==> src/rtl/tick_sched.sv <==
// Tick scheduler: divides a shared base tick into per-channel periodic events and
// serialises them onto a one-hot fire output with round-robin arbitration.
//
// Ports:
//   clk, reset      - clock and synchronous active-high reset
//   base_tick       - one-cycle base event from the feeding tick generator
//   tick_en         - registered enable for the tick generator (OR of active channels)
//   cfg_we/cfg_ch/cfg_period - per-channel period write; period 0 disables the channel
//   ovr_clr         - clears all sticky overrun flags
//   fire/fire_valid/fire_ch  - registered one-cycle grant pulse for one channel
//   overrun         - sticky per-channel "event lost" flags
module tick_sched #(
  parameter int unsigned NCH = 4,
  parameter int unsigned PW  = 8
) (
  input  logic                    clk,
  input  logic                    reset,
  input  logic                    base_tick,
  output logic                    tick_en,
  input  logic                    cfg_we,
  input  logic [$clog2(NCH)-1:0]  cfg_ch,
  input  logic [PW-1:0]           cfg_period,
  input  logic                    ovr_clr,
  output logic [NCH-1:0]          fire,
  output logic                    fire_valid,
  output logic [$clog2(NCH)-1:0]  fire_ch,
  output logic [NCH-1:0]          overrun
);

  localparam int unsigned CW = $clog2(NCH);

  logic [PW-1:0]  per_q [NCH];
  logic [PW-1:0]  per_d [NCH];
  logic [PW-1:0]  cnt_q [NCH];
  logic [PW-1:0]  cnt_d [NCH];
  logic [NCH-1:0] act_q, act_d;
  logic [NCH-1:0] pend_q, pend_d;
  logic [NCH-1:0] ovr_q, ovr_d;
  logic [CW-1:0]  ptr_q, ptr_d;
  logic [NCH-1:0] fire_q, fire_d;
  logic           fire_valid_q, fire_valid_d;
  logic [CW-1:0]  fire_ch_q, fire_ch_d;
  logic           tick_en_q, tick_en_d;

  logic [NCH-1:0] due;
  logic           grant_valid;
  logic [CW-1:0]  grant_idx;
  logic [CW-1:0]  cand;

  // Round-robin search over pre-edge pending bits, starting at ptr_q.
  always_comb begin
    grant_valid = 1'b0;
    grant_idx   = '0;
    cand        = '0;
    for (int unsigned i = 0; i < NCH; i++) begin
      cand = CW'((32'(ptr_q) + i) % NCH);
      if (!grant_valid && pend_q[cand]) begin
        grant_valid = 1'b1;
        grant_idx   = cand;
      end
    end
  end

  always_comb begin
    due    = '0;
    act_d  = act_q;
    pend_d = pend_q;
    ovr_d  = ovr_q;
    for (int unsigned n = 0; n < NCH; n++) begin
      per_d[n] = per_q[n];
      cnt_d[n] = cnt_q[n];
    end

    for (int unsigned n = 0; n < NCH; n++) begin
      // A write to a channel masks that channel's base tick in the same cycle.
      if (cfg_we && (cfg_ch == CW'(n))) begin
        if (cfg_period != '0) begin
          per_d[n] = cfg_period;
          cnt_d[n] = cfg_period;
          act_d[n] = 1'b1;
        end else begin
          act_d[n] = 1'b0;
        end
        pend_d[n] = 1'b0;
      end else begin
        if (base_tick && act_q[n]) begin
          if (cnt_q[n] == PW'(1)) begin
            due[n]   = 1'b1;
            cnt_d[n] = per_q[n];
          end else begin
            cnt_d[n] = cnt_q[n] - PW'(1);
          end
        end
        // A due on the granted channel keeps it pending: the new event is not lost.
        if (due[n]) begin
          pend_d[n] = 1'b1;
        end else if (grant_valid && (grant_idx == CW'(n))) begin
          pend_d[n] = 1'b0;
        end
      end

      // Overrun set takes priority over the clear.
      if (due[n] && pend_q[n] && !(grant_valid && (grant_idx == CW'(n)))) begin
        ovr_d[n] = 1'b1;
      end else if (ovr_clr) begin
        ovr_d[n] = 1'b0;
      end
    end
  end

  always_comb begin
    fire_d       = '0;
    fire_valid_d = grant_valid;
    fire_ch_d    = '0;
    ptr_d        = ptr_q;
    tick_en_d    = |act_q;
    if (grant_valid) begin
      fire_d    = NCH'(1) << grant_idx;
      fire_ch_d = grant_idx;
      ptr_d     = (grant_idx == CW'(NCH - 1)) ? '0 : grant_idx + CW'(1);
    end
  end

  always_ff @(posedge clk) begin
    if (reset) begin
      for (int unsigned n = 0; n < NCH; n++) begin
        per_q[n] <= '0;
        cnt_q[n] <= '0;
      end
      act_q        <= '0;
      pend_q       <= '0;
      ovr_q        <= '0;
      ptr_q        <= '0;
      fire_q       <= '0;
      fire_valid_q <= 1'b0;
      fire_ch_q    <= '0;
      tick_en_q    <= 1'b0;
    end else begin
      for (int unsigned n = 0; n < NCH; n++) begin
        per_q[n] <= per_d[n];
        cnt_q[n] <= cnt_d[n];
      end
      act_q        <= act_d;
      pend_q       <= pend_d;
      ovr_q        <= ovr_d;
      ptr_q        <= ptr_d;
      fire_q       <= fire_d;
      fire_valid_q <= fire_valid_d;
      fire_ch_q    <= fire_ch_d;
      tick_en_q    <= tick_en_d;
    end
  end

  assign tick_en    = tick_en_q;
  assign fire       = fire_q;
  assign fire_valid = fire_valid_q;
  assign fire_ch    = fire_ch_q;
  assign overrun    = ovr_q;

endmodule

==> config.mk <==
export PLATFORM = sky130hd
export DESIGN_NAME = tick_sched
export DESIGN_NICKNAME = d
export VERILOG_FILES = /design/src/rtl/tick_sched.sv
export SDC_FILE = /design/constraint.sdc
export NUM_CORES = 1
export LEC_CHECK = 0
export CORE_MARGIN = 2
export CORE_UTILIZATION = 35
export DETAILED_ROUTE_END_ITERATION = 6
export GPL_TIMING_DRIVEN = 0
export HOLD_SLACK_MARGIN = 0.03
export PLACE_DENSITY = 0.56
export SLEW_MARGIN = 20
export SYNTH_ARGS = -nofsm -noshare
export SYNTH_HDL_FRONTEND = slang
export SYNTH_SLANG_ARGS = --single-unit
==> constraint.sdc <==
create_clock -name clk -period 4 [get_ports clk]
set_input_delay 0.4 -clock clk [delete_from_list [all_inputs] [get_ports clk]]
set_output_delay 0.4 -clock clk [all_outputs]
set_load 0.05 [all_outputs]
==> out/results.ini <==
[floorplan]
core_um2 = 12000
die_w_um = 114
rows = 40
ios = 27
dieArea_um2 = 13100
dieHeight_um = 114
start_util_pct = 35.6

[sta]
fmax_mhz = 412
period_minus_slack_ps = 2430
drv_slew = 0
relSlewSlack_pct = 40.4
setup_tns_ps = 0
fin_skew_ps = 5.90
hold_viol = 0
period_share_pct = 60.7
rsz0062_at_grt = false
setup_violations = 0
tightest_slew_ps = 882

[setup_path]
crit_fanout = 10
crit_path_start_kind = primary input
reg2reg_depth = 6
crit_required_ps = 4230
criticalPathCategory = in2reg
critPathCaptureType = flip-flop
critPathArrivalTime_ps = 2660

[placed_design]
hpwl_mm = 8.68
gp_congestion = 0.878
port_buffers = 23

[clocking]
clock_path_buffers = 2
cts_resized = 0
post-cts-setup-buffer-count = 0
cts.sinks = 86
hold_buffers = 0
clk-insertion-delay-late_ps = 340
cts_buffers = 9
tritoncts = yes
clkTransAtPathRegs_ps = 60
root_buffer = clkbuf_16
htreeDepth = 3

[grt]
met1_usage_pct = 26.2
grt.overflow.total = 0
grt_max_degree = 14
antenna_found_initial = 0
grt_usage_pct = 19.7
grt_pass1_vias = 3906
grt_pass1_wl_mm = 20.0
met3_usage_pct = 3.60
top_usage_layer = met2
use_met2_pct = 32.2

[finish]
nFillCells = 1208
antenna_cells = 0
multi_input_area_um2 = 2330
drive_gt1_share_pct = 7.22
layout.nets = 591
regArea_um2 = 1720
syn2layout_area_growth_pct = 17.7

[drt]
drt-pass1-iter-count = 5
viasPerCell = 5.75
drtIter0Drc = 207
vias = 4113
routed_wl_mm = 12.4
wl_per_cell_um = 17.3
drcViolationCount = 0
drtAntennaViolNets = 0

[worst_hold_path]
whs_path_depth = 2
min_path_type = reg2reg

[logic_synthesis]
netlist-cell-type-count = 59
synthTopCellsByArea = dfxtp_1, nand2_1, a21oi_1
syn-cell-area_um2 = 4260
synth_edf_count = 0
ys_seq_area_share_pct = 40.4
synth-main-ff-cell = dfxtp_1
yosys.area.top_type = dfxtp_1
synth.avg_cell_area_um2 = 8.04
synthCells = 530
synth_fp_nets = 557
async_flop_share_pct = 0
yosysMostFrequentCell = dfxtp_1
synth_common_cells = dfxtp_1, nand2_1, nor2_1, a21oi_1, clkbuf_1
synth_top_area_share_pct = 40.4
ys_ff_latch = 86
synth_warnings = 0

[pwr]
p_leak_uw = 0.00181
powerDensity_nw_per_um2 = 450
irDropWorstVdd_mv = 0.188
p_total_uw = 2250

[status]
outcome = finished, final reports clean

[job]
cap_violations = 0

-- stage by stage --
stage	instances	hold WS (ps)	area [um^2]	setup slack [ps]	util [%]
4_1_cts	715	454	5010	1590	41.9
3_5_place_dp	700	445	4670	1230	39.1
2_1_floorplan	530	432	4260	2040	-
5_1_grt	715	471	5010	1430	41.9
3_3_place_gp	700	439	4670	1220	39.1
6_report	715	452	5010	1570	41.9
-- final cells by class --
class / count / area share (%)
clock inverters: 4 / 1.90
repair buffers: 23 / 4.59
clock buffers: 11 / 4.84
plain buffers: 30 / 2.67
multi-input cells: 395 / 46.6
well taps: 147 / 3.67
inverters: 19 / 1.42
flip-flops and latches: 86 / 34.3
-- cell families after synthesis --
logic type | Yosys count | synth area share [%]
simple gates | 215 | 23.8
compound gates | 151 | 23.6
flops | 86 | 40.4
buf+inv | 49 | 4.82
fa+ha+maj | 12 | 3.52
xor+xnor | 9 | 1.85
mux | 8 | 1.97
-- flip-flops by register name, indices dropped and copies added (netlist names) --
signal	count
cnt_q	32
per_q	32
act_q	4
fire	4
overrun	4
pend_q	4
fire_ch	2
ptr_q	2
fire_valid	1
tick_en	1
-- critical path: stages --
cell and delay [ps]:
clkdlybuf4s50_1 650, or4_4 670, o21ai_1 340, nand2_1 110, buf_2 210, o221a_2 270
-- path summary, 6_finish.rpt --
check | startpoint | end | slack (ps)
setup / recovery | cfg_period[3] | cnt_q[1][3]$_SDFFE_PP0P_ | 1570
hold / removal | per_q[0][2]$_SDFFE_PP0P_ | per_q[0][2]$_SDFFE_PP0P_ | 450
setup reg to reg | cnt_q[1][0]$_SDFFE_PP0P_ | cnt_q[1][1]$_SDFFE_PP0P_ | 1730
hold reg to reg | per_q[0][2]$_SDFFE_PP0P_ | per_q[0][2]$_SDFFE_PP0P_ | 450
-- placed cells by master (no fill, tap or decap), types with 5 or more instances in the layout --
master           instances
nand2_1                 85
nor4_1                   5
inv_1                   19
nand3_1                  8
dfxtp_1                 86
a22oi_1                 14
a31oi_1                  6
xnor2_1                  8
mux2i_1                  5
buf_2                    8
o21ai_0                 15
a311oi_1                16
a21oi_1                 49
clkbuf_16                9
o22ai_1                  6
nor2_1                  59
nor3_1                  16
nand2b_1                 6
o21ai_1                  5
clkdlybuf4s50_1         23
clkbuf_1                21
ha_1                    12
o211ai_1                14
-- layer usage --
metal | wire, um | vias to the layer above
met4 | 216 | 0
met2 | 5730 | 127
li1 | - | 1993
met1 | 5780 | 1973
met5 | 0 | -
met3 | 676 | 20
-- power breakdown --
group	switching, uW	internal, uW
clock	342	623
combinational	207	150
sequential	38.5	894
Power figures use the tool's default switching activity.
==> RTL edit 1, RTL diff (same flow settings) <==
The parameter `NCH` goes from 4 to 8.
--- a/src/rtl/tick_sched.sv
+++ b/src/rtl/tick_sched.sv
@@ -10,7 +10,7 @@
 //   fire/fire_valid/fire_ch  - registered one-cycle grant pulse for one channel
 //   overrun         - sticky per-channel "event lost" flags
 module tick_sched #(
-  parameter int unsigned NCH = 4,
+  parameter int unsigned NCH = 8,
   parameter int unsigned PW  = 8
 ) (
   input  logic                    clk,
Ports: changed (resized cfg_ch, fire, fire_ch and overrun); port bits go from 27 to 37. The function was not compared with the original's and may differ.
==> RTL edit 1 against the original RTL <==
Sequential cell count rose by 82. Utilization shrank 0.29 points. Setup slack worse by 1.4 ns. Power grew 110%. Sequential share of layout area down 3.2 points. Area after synthesis up 120%. Cell area grew 120%. Routed wire length increased by 140%. First-iteration DRC count rose to 3.4 times the old value.
==> RTL edit 1: results (changes against the original RTL) <==
| Metric | Value |
|---|---|
| Htree depth | 4 (+1) |
| Vias | 8,824 (+110%) |
| Clock buf count | 18 (+7) |
| Fin nets | 1,263 (+110%) |
| Clock group | 0.00177 W (+83%) |
| Largest registers | cnt_q x64, per_q x64 |
| Port-buffer cells | 31 (+35%) |
| Nonclk buf count | 116 (+120%) |
| Pre-CTS WS | -0.845 ns (-2.08 ns) |
| Multi-input combinational area share | 51.5% (+5.0 points) |
| Post-synthesis sequential area ratio | 36.4% (-4.0 points) |
| CTS Buf Count | 17 (+8) |
| Pint | 0.00321 W (+93%) |
| Gr usage total | 21.3% (+1.6 points) |
| CP peak stage delay | 0.60 ns (-0.07 ns) |
| Mapped Avg Cell Area | 7.95 sq um (-1.1%) |
| Commonest cells in the netlist | 182 x nand2_1, 168 x dfxtp_1, 163 x nor2_1 |
| Worst vdd ir | 0.000261 V (+39%) |
| Critical-path maximum fanout | 7 (-3) |
| CP top delay family | compound AO/OA/AOI/OAI gates |
| Wire per inst | 19.0 um (+9.6%) |
| P&R area growth vs syn | 16.9% |
| ClkCell Share | 5.76% (-0.98 points) |
| Clock Skew | 0.0143 ns (+0.00839 ns) |
| Final Wtd Congestion | 0.901 (+2.5%) |
| FF+latch count | 168 (+95%) |
| Startpoint of the worst hold path | per_q[0][21] |
| Synth top area cells | dfxtp_1 36%, nand2_1 7.4%, nor2_1 6.6% |
| Final non-clock buffer share | 6.47% (-0.80 points) |
| FILL cells | 2,671 (+120%) |
| Part of the power in registers | 38.3% (-3.1 points) |
| Clock Tree Root | clkbuf_16 |
| Cell Count, Final, Fillers Out | 1,571 (+120%) |
| Status | finished clean |
| Critical Path Source Type | register |
| Static leakage | 3.89 nW (+120%) |
| Area after DPL | 9980 sq um (+110%) |
| Layout cell share with drive strength beyond 1 | 9.14% (+1.9 points) |
| Register area | 3370 sq um (+96%) |
| Row Count | 59 (+48%) |
| Number of distinct library cells after synthesis | 78 (+32%) |
| Mapped Nets | 1,203 (+120%) |
| Worst path slowest cell | mux4_2 |
| Worst R2R Start | ptr_q[0] |
| Number of DRC markers in iteration 0 | 695 (+240%) |
| Comb_multi_in | 886 (+120%) |
| First-pass GRT wire length | 46,800 um (+130%) |
| Inverters | 34 (+15) |
==> RTL edit 1: changes by cell type in the layout (fill, tap and decap cells not counted), sizes merged, moves of 17 or more <==
| cell | unedited run | this run |
|---|---|---|
| nor2 | 60 | 164 |
| nand2 | 85 | 184 |
| dfxtp | 86 | 168 |
| clkbuf | 31 | 84 |
| a21oi | 49 | 95 |
| a211oi | 1 | 44 |
| nor3 | 16 | 42 |
| inv | 19 | 39 |
| xor2 | 1 | 20 |
| o211ai | 14 | 31 |
| xnor2 | 8 | 25 |
==> RTL edit 1: path summary, 6_finish.rpt <==
kind	depth (start not counted)	slack, ns	endpoint
worst max-delay path	16	0.12	overrun[2]
worst min-delay path	2	0.46	per_q[0][21]
worst max register to register	16	0.12	overrun[2]
worst min register to register	2	0.46	per_q[0][21]
==> RTL edit 1: repair_timing <==
item / in CTS / in global routing
gates resized for setup: 23 / 8
gates cloned: 0 / 0
endpoints found under the setup margin: 23 / 10
pin swaps: 2 / 2
setup buffers: 8 / 3
hold buffers: 0 / 0
==> RTL edit 1: tightest hold or removal path, delay by kind of cell (launching register included) <==
family	cells	cell delay [ns]
flip-flops	1	0.31
AND/OR/NAND/NOR	1	0.05
AO/OA/AOI/OAI	1	0.05
==> RTL edit 1: kinds of logic after synthesis <==
| logic type | synth area share, % |
|---|---|
| simple gates | 23.1 |
| mux | 5.64 |
| flops | 36.4 |
| buf+inv | 4.64 |
| xor+xnor | 4.26 |
| compound gates | 22.7 |
| fa+ha+maj | 3.25 |
==> RTL edit 1: metal layers <==
layer / GRT usage [%] / up-vias / part of all wire, %
met5: 0 / - / 0
met4: 7.50 / 0 / 2.9
met2: 33.3 / 258 / 45
met3: 3.73 / 60 / 5.6
li1: - / 4317 / -
met1: 29.6 / 4189 / 47
==> RTL edit 2, RTL diff (same settings) <==
Made on the original files. Make the reset (`reset`) asynchronous in one clocked block. Comments in the files are not updated.
--- a/src/rtl/tick_sched.sv
+++ b/src/rtl/tick_sched.sv
@@ -121,7 +121,7 @@
     end
   end
 
-  always_ff @(posedge clk) begin
+  always_ff @(posedge clk or posedge reset) begin
     if (reset) begin
       for (int unsigned n = 0; n < NCH; n++) begin
         per_q[n] <= '0;
Formal check against the unedited RTL: differs if reset is asserted again (counterexample within 4 cycles, from zero or initial values and one cycle with reset high); with reset held inactive, the same outputs for 4 cycles.
==> RTL edit 2 against the original RTL <==
Routed wire length down 9.9%. Setup slack worse by 0.24 ns. Clock skew up 0.0012 ns. Area after synthesis up 3.6%. Sequential cell count unchanged. Cell area up 3.6%. Largest cell class is now registers. Synthesized cell count down 7.2%.
Power is not compared: it rests on default switching activity, and its combinational part moved more than twofold at a synthesized area within 25%.
==> RTL edit 2: results (changes against the original RTL) <==
| Metric | Value |
|---|---|
| Status | finished clean |
| Vias per cell | 5.18 (-9.9%) |
| Worst R2R Start | ptr_q[1] |
| Synth top area cells | dfrtp_1 49%, nand2_1 10%, a31oi_1 3.5% |
| Synth async-reset ratio | 100% (+100 points) |
| Commonest cells in the netlist | 121 x nand2_1, 86 x dfrtp_1, 40 x nor2_1 |
| Post-synthesis sequential area ratio | 48.7% (+8.3 points) |
| FILL cells | 1,230 (+1.8%) |
| CP peak stage delay | 0.75 ns (+0.08 ns) |
| WP data arrival | 2.88 ns (+0.22 ns) |
| Worst path slowest cell | or4_1 |
| Pre-antenna DRT Iters | 4 (-1) |
| Port-buffer cells | 24 (+4.3%) |
| Gr usage total | 17.7% (-2.0 points) |
| Mapped Nets | 519 (-6.8%) |
| Vias in the first global route | 3,502 (-10%) |
| Reg2Reg Depth | 7 (+1) |
| Clock Skew | 0.00711 ns (+0.00121 ns) |
| Pre-CTS WS | 0.941 ns (-0.289 ns) |
| Critical-path maximum fanout | 10 (unchanged) |
| Mapped Avg Cell Area | 8.97 sq um (+12%) |
| Layout cell share with drive strength beyond 1 | 6.94% (-0.28 points) |
| Tmin final | 2.67 ns (+0.244 ns) |
| CP top delay family | simple AND/OR/NAND/NOR gates |
| Fin nets | 555 (-6.1%) |
| Number of distinct library cells after synthesis | 52 (-12%) |
| Cell Count, Final, Fillers Out | 705 (-1.4%) |
| R2r endpoint | overrun[0] |
| Hold endpoint | per_q[29] |
| Fin util | 41.7% (-0.24 points) |
| First-pass GRT wire length | 18,500 um (-7.3%) |
| Worst-margin pin slew | 1.08 ns (+0.202 ns) |
| Met2 usage | 26.0% (-6.3 points) |
| Hold_ws | 0.465 ns (+0.0130 ns) |
| Inst Count DP | 689 (-1.6%) |
| Number of DRC markers in iteration 0 | 196 (-5.3%) |
| Area after DPL | 4890 sq um (+4.7%) |
| Dpl hpwl | 7560 um (-13%) |
| Met1 Use GR | 26.0% (-0.27 points) |
-- RTL edit 2: tightest hold or removal path, delay by kind of cell, from the launching register on --
kind             cells  cell delay (ns)
flip-flops           1             0.34
AND/OR/NAND/NOR      2             0.09
-- RTL edit 2: worst max path at each step --
stage	from	endpoint	depth (start not counted)
6_report	cfg_period[1]	cnt_q[23]	7
3_3_place_gp	reset	per_q[30]	2
2_1_floorplan	reset	act_q[0]	1
3_5_place_dp	cfg_period[1]	cnt_q[23]	7
5_1_grt	cfg_period[1]	cnt_q[19]	6
4_1_cts	cfg_period[1]	cnt_q[23]	7
-- RTL edit 2: power by group --
part	switching [W]	internal, W	total [W]
Sequential	0.000246	0.00108	0.00133
Clock	0.000345	0.000499	0.000843
Combinational	0.000409	0.000389	0.000798
Total	0.00100	0.00197	0.00297
-- RTL edit 2: cell type report --
type	count	area share, %
inverter	21	1.57
multi-input combinational	362	40.0
sequential	86	41.4
timing repair buffer	25	5.01
clock buffer	10	4.60
tap	172	4.14
clock inverter	6	1.18
buffer	23	2.10
-- RTL edit 2: kinds of logic (layout without fill, tap and decap cells) --
kind of cell / after synthesis / in the layout / share of synthesized area [%]
xor gates and xnor gates: 12 / 12 / 2.38
muxes: 7 / 7 / 1.73
buffers and inverters: 44 / 85 / 4.25
DFF: 86 / 86 / 48.7
and+or+nand+nor: 222 / 222 / 22.5
adders and majority gates: 12 / 12 / 3.40
AOI/OAI and AO/OA: 109 / 109 / 17.0
-- RTL edit 2: routing by layer --
| metal | routed length, um | vias up | share of wire, % |
|---|---|---|---|
| met5 | 0 | - | 0 |
| met4 | 197 | 0 | 1.8 |
| met3 | 505 | 10 | 4.5 |
| met2 | 5010 | 101 | 45 |
| met1 | 5460 | 1743 | 49 |
| li1 | - | 1798 | - |
